<file path="src/rtl/ram_system_pkg.sv">
// Shared constants and the active-low seven-segment font for the ram_system lab block.
package ram_system_pkg;

  localparam int unsigned ADDR_W = 5;
  localparam int unsigned DATA_W = 4;
  localparam int unsigned DEPTH  = 32;

  // Segment order {g,f,e,d,c,b,a}; a 0 lights the segment.
  function automatic logic [6:0] seg7_font(input logic [3:0] v);
    logic [6:0] s;
    s = '1;
    unique case (v)
      4'h0: s = 7'b1000000;
      4'h1: s = 7'b1111001;
      4'h2: s = 7'b0100100;
      4'h3: s = 7'b0110000;
      4'h4: s = 7'b0011001;
      4'h5: s = 7'b0010010;
      4'h6: s = 7'b0000010;
      4'h7: s = 7'b1111000;
      4'h8: s = 7'b0000000;
      4'h9: s = 7'b0010000;
      4'hA: s = 7'b0001000;
      4'hB: s = 7'b0000011;
      4'hC: s = 7'b1000110;
      4'hD: s = 7'b0100001;
      4'hE: s = 7'b0000110;
      4'hF: s = 7'b0001110;
    endcase
    return s;
  endfunction

endpackage

</file>
<file path="src/rtl/ram_system_display.sv">
// Registers addr/wr_data to line up with the RAM read register, then decodes four HEX digits.
module RAMDisplay
  import ram_system_pkg::*;
(
  input  logic              clk,
  input  logic              reset_n,
  input  logic [ADDR_W-1:0] addr,
  input  logic [DATA_W-1:0] wr_data,
  input  logic [DATA_W-1:0] rd_data,
  output logic [6:0]        addrHEX1,
  output logic [6:0]        addrHEX0,
  output logic [6:0]        wrHEX,
  output logic [6:0]        reHEX
);

  logic [ADDR_W-1:0] addr_r;
  logic [DATA_W-1:0] data_r;
  logic [3:0]        addr_hi;

  always_ff @(posedge clk or negedge reset_n) begin
    if (!reset_n) begin
      addr_r <= '0;
      data_r <= '0;
    end else begin
      addr_r <= addr;
      data_r <= wr_data;
    end
  end

  assign addr_hi = {3'b000, addr_r[4]};

  seg7_decode u_addr_hi (.digit(addr_hi),     .seg(addrHEX1));
  seg7_decode u_addr_lo (.digit(addr_r[3:0]), .seg(addrHEX0));
  seg7_decode u_wr      (.digit(data_r),      .seg(wrHEX));
  seg7_decode u_rd      (.digit(rd_data),     .seg(reHEX));

endmodule

</file>
<file path="src/rtl/ram_system_ram.sv">
// 32x4 flop-based RAM with registered, read-before-write output; reset clears every word.
module RAM
  import ram_system_pkg::*;
(
  input  logic              clk,
  input  logic              reset_n,
  input  logic              wr_en,
  input  logic [ADDR_W-1:0] addr,
  input  logic [DATA_W-1:0] wr_data,
  output logic [DATA_W-1:0] q
);

  logic [DATA_W-1:0] mem [DEPTH];

  // q samples the old word before the write lands, so a write shows one edge later.
  always_ff @(posedge clk or negedge reset_n) begin
    if (!reset_n) begin
      mem <= '{default: '0};
      q   <= '0;
    end else begin
      q <= mem[addr];
      if (wr_en) mem[addr] <= wr_data;
    end
  end

endmodule

</file>
<file path="src/rtl/ram_system_seg7.sv">
// Combinational hex-digit to active-low seven-segment decoder.
module seg7_decode
  import ram_system_pkg::*;
(
  input  logic [3:0] digit,
  output logic [6:0] seg
);

  always_comb begin
    seg = seg7_font(digit);
  end

endmodule

</file>
<file path="src/rtl/ram_system.sv">
// Board-level RAM lab block: RAM core plus registered HEX display front end.
module ram_system
  import ram_system_pkg::*;
(
  input  logic              clk,
  input  logic              reset_n,
  input  logic              wr_en,
  input  logic [ADDR_W-1:0] addr,
  input  logic [DATA_W-1:0] wr_data,
  output logic [6:0]        addrHEX1,
  output logic [6:0]        addrHEX0,
  output logic [6:0]        wrHEX,
  output logic [6:0]        reHEX
);

  logic [DATA_W-1:0] q;

  RAM u_ram (
    .clk     (clk),
    .reset_n (reset_n),
    .wr_en   (wr_en),
    .addr    (addr),
    .wr_data (wr_data),
    .q       (q)
  );

  RAMDisplay u_disp (
    .clk      (clk),
    .reset_n  (reset_n),
    .addr     (addr),
    .wr_data  (wr_data),
    .rd_data  (q),
    .addrHEX1 (addrHEX1),
    .addrHEX0 (addrHEX0),
    .wrHEX    (wrHEX),
    .reHEX    (reHEX)
  );

endmodule

</file>
<file path="config.mk">
export PLATFORM = sky130hd
export DESIGN_NAME = ram_system
export DESIGN_NICKNAME = d
export VERILOG_FILES = /design/src/rtl/ram_system_pkg.sv /design/src/rtl/ram_system_display.sv /design/src/rtl/ram_system_ram.sv /design/src/rtl/ram_system_seg7.sv /design/src/rtl/ram_system.sv
export SDC_FILE = /design/constraint.sdc
export NUM_CORES = 1
export LEC_CHECK = 0
export CORE_MARGIN = 2
export CORE_UTILIZATION = 45
export DETAILED_ROUTE_END_ITERATION = 16
export HOLD_SLACK_MARGIN = 0.05
export SETUP_SLACK_MARGIN = 0.1
export SLEW_MARGIN = 0
export SYNTH_ARGS = -nofsm -noshare
export SYNTH_HDL_FRONTEND = slang
export SYNTH_SLANG_ARGS = --single-unit
</file>
<file path="constraint.sdc">
create_clock -name clk -period 2.49 [get_ports clk]
set_input_delay 0.747 -clock clk [delete_from_list [all_inputs] [get_ports clk]]
set_output_delay 0.747 -clock clk [all_outputs]
set_load 0.03 [all_outputs]
</file>
==> implementation parameters <==
Parameter                              Value

GRT
  Grt ovf ... 0
  Maximum number of pins on one net before global-route repair ... 42
  Number of antenna violations at the first check in global routing ... 0
  Overall track demand over capacity in global routing ... 20.5%
  Wire length of the first global-routing pass ... 27.8 mm
  Via count of the first global-routing pass ... 5,223

Power and ir drop
  Switching fraction of total power ... 28.0%
  Cell-internal power ... 5.01 mW
  Share of total power in combinational logic ... 23.8%
  Portion of total power attributed to sequential cells ... 42.8%
  Worst VDD drop ... 0.554 mV
  Leak ... 4.23 nW
  Clock network fraction of total power ... 33.4%
  Switching power ... 1.94 mW
  Power density over the cells ... 750 mW/mm^2

Timing
  Max Clk Rate ... 387 MHz
  Fin crit share ... 104%
  Final critical-path setup slack ... -97.2 ps
  Final Hold Viols ... 0
  RSZ-0062 raised after global routing ... true
  Tightest Pin Transition ... 488 ps
  Worst slew margin relative to its limit ... 67.2%
  Total Negative Setup Slacks ... -487 ps
  Final max-slew violation count ... 0
  Largest clock skew in the final design ... 9.54 ps
  Fin crit period ... 2590 ps
  Fin Hold WS ... 229 ps
  Setup Viol. Count Final ... 9

Setup path
  Critical Path Sink Type ... primary output
  Worst Path Required ... 1740 ps
  Critical path launch point type ... flip-flop
  Arrival time worst endpoint ... 1840 ps
  Crit Path Category ... flip-flop to primary output
  Top fanout value on the critical path ... 4

Clock tree
  TritonCTS buffer count ... 17
  Longest Clk Path Bufs ... 2
  Master cell of the clock root buffer ... sky130_fd_sc_hd__clkbuf_16
  Clock slew seen by the registers of the worst setup and hold paths ... 60 ps
  Clock Sink Count ... 141
  TritonCTS clock tree ... built
  H-tree depth ... 4
  Clock latency of the later-clocked register in the worst-skew pair ... 420 ps

Synthesis
  Number of instances in the synthesized netlist ... 578
  Portion of synthesized cell area occupied by the leading cell type ... 47.9%
  Top cells by count, synth ... sky130_fd_sc_hd__dfrtp_1 (141), sky130_fd_sc_hd__mux2_2 (125), sky130_fd_sc_hd__mux2i_1 (73)
  Synth area leaders ... sky130_fd_sc_hd__dfrtp_1 (48%), sky130_fd_sc_hd__mux2_2 (19%), sky130_fd_sc_hd__mux2i_1 (9.9%)
  Average cell area after synthesis ... 12.8 sq um
  Share of flip-flops with an asynchronous set or reset after synthesis ... 100%
  Yosys top cell by area ... sky130_fd_sc_hd__dfrtp_1
  Most repeated cell in the gate-level netlist after synthesis ... sky130_fd_sc_hd__dfrtp_1
  Post-synthesis instance area ... 0.00737 sq mm
  Syn. warnings ... 0
  Share of synthesized area occupied by flip-flops and latches ... 47.9%
  Distinct cell type count of the synthesized netlist ... 45
  Count of flip-flops with a built-in enable after synthesis ... 0
  #FFs+latches synth ... 141
  Most used DFF post-synth ... sky130_fd_sc_hd__dfrtp_1

Floorplan
  # rows ... 46
  Core area ... 0.0159 sq mm
  Chip width ... 132 microns
  Initial standard-cell utilization of the core ... 46.2%
  Num ports ... 40
  Die Ht ... 132 microns
  Die footprint ... 0.0174 sq mm

Placement
  Sum of net half-perimeters after detailed placement ... 11.5 mm
  Cells after DPL ... 857
  Final weighted congestion in routability-driven placement ... 0.849
  IO Port Bufs ... 36

Route
  Final routed wire length divided by cell count ... 19.1 microns
  Number of design rule violations left after detail routing ... 0
  Count of antenna-violating nets left after detailed routing ... 0
  DR iter-0 viols ... 242
  Post-detailed-routing wire length ... 17.2 mm
  Total via count in the routed design ... 4,945
  Vias per cell ... 5.51
  Number of optimization iterations in the first detailed-route pass ... 4

Finish
  Fill cell count ... 1,271
  Number of nets at the end of the flow ... 703
  Final Instance Count excl. Fillers ... 898
  Fraction of layout cells with a size suffix above 1 ... 46.6%
  Antenna cells ... 0
  Area growth from synthesis to layout ... 25.7%

Flow run
  Max Cap Violations ... 0

Min path
  HP Class ... input pin to asynchronous set/reset pin

Outcome
  Status ... finished with violations
  Violated checks ... setup timing
==> registers in the layout (all words and copies together) (netlist names) <==
signal and count:
u_disp.addr_r 5, u_disp.data_r 4, u_ram.mem 128, u_ram.q 4
==> area by class of cell <==
class / count / area, sq um / share of cell area [%]
repair buffers: 113 / 1110 / 12.0
inverters: 11 / 43.8 / 0.473
clock buffers: 23 / 468 / 5.05
flip-flops and latches: 141 / 3530 / 38.1
well taps: 216 / 270 / 2.92
clock inverters: 8 / 67.6 / 0.729
multi-input cells: 386 / 3770 / 40.7
==> power groups by stage <==
| stage | clock [mW] | sequential (mW) | combinational [mW] |
|---|---|---|---|
| 6_report | 2.32 | 2.98 | 1.65 |
| 4_1_cts | 2.38 | 2.97 | 1.62 |
| 3_5_place_dp | 0 | 3.00 | 1.52 |
| 3_3_place_gp | 0 | 2.98 | 1.47 |
| 2_1_floorplan | 0 | 2.92 | 1.02 |
| 5_1_grt | 2.48 | 3.03 | 1.79 |
==> per-layer routing <==
layer | wire [microns] | GRT usage (%) | vias to the layer above
li1 | - | - | 2289
met1 | 8050 | 27.5 | 2520
met2 | 8200 | 32.5 | 106
met3 | 617 | 4.96 | 30
met4 | 320 | 7.73 | 0
met5 | 0 | 0 | -
==> cells in the final DEF, fill, tap and decap left out, drive strengths merged, types with 5 or more instances in the layout <==
cell           count
mux2i             73
clkdlybuf4s50     13
nand3              7
clkinv             6
nor2              22
nor4               8
ha                21
mux2             131
o22ai             35
nor3               5
buf              100
dfrtp            141
o21ai              6
a21oi              6
nand2             27
inv               11
or4bb              5
clkbuf            23
==> worst max-delay path: stages, from the launching register on <==
cell                      delay (ps)
sky130_fd_sc_hd__dfrtp_1         410
sky130_fd_sc_hd__inv_2            90
sky130_fd_sc_hd__ha_4            270
sky130_fd_sc_hd__inv_2            30
sky130_fd_sc_hd__mux4_2          460
sky130_fd_sc_hd__buf_6           160
==> logic make-up after synthesis <==
logic type | after synthesis | share of synthesized area (%)
AO/OA/AOI/OAI | 55 | 4.70
adder cells (fa/ha/maj) | 21 | 3.56
buffers and inverters | 52 | 4.06
flip-flops | 141 | 47.9
multiplexers | 207 | 30.8
other | 2 | 0.102
AND/OR/NAND/NOR | 100 | 8.86
==> worst paths after layout <==
kind	endpoint	slack (ps)	start	cells after the start
max reg2reg	u_ram.q[1]$_DFF_PN0_	1030	u_ram.mem[49]$_DFFE_PN0P_	4
max in group asynchronous	u_ram.mem[42]$_DFFE_PN0P_	1570	reset_n	2
min in group clk	u_ram.mem[30]$_DFFE_PN0P_	490	u_ram.mem[30]$_DFFE_PN0P_	1
min	u_ram.mem[55]$_DFFE_PN0P_	230	reset_n	1
max	reHEX[3]	-100	u_ram.q[0]$_DFF_PN0_	5
min reg2reg	u_ram.mem[30]$_DFFE_PN0P_	490	u_ram.mem[30]$_DFFE_PN0P_	1
==> timing repair <==
action	4_1_cts	5_1_grt
gates resized for setup	129	26
setup buffers	9	3
pin swaps	12	16
hold buffers	0	0
setup endpoints to repair	21	20
cloned	0	0
==> metrics by stage <==
step                worst slack [ps]  power [mW]  util [%]  cell area [sq um]
floorplan                        182        3.93         -               7370
global placement                -107        4.46      52.4               8350
detailed placement              -147        4.52      52.4               8350
CTS                             -112        6.97      57.4               9150
global route                    -175        7.30      58.1               9270
finish                         -97.2        6.95      58.1               9270
Power figures use the tool's default switching activity.
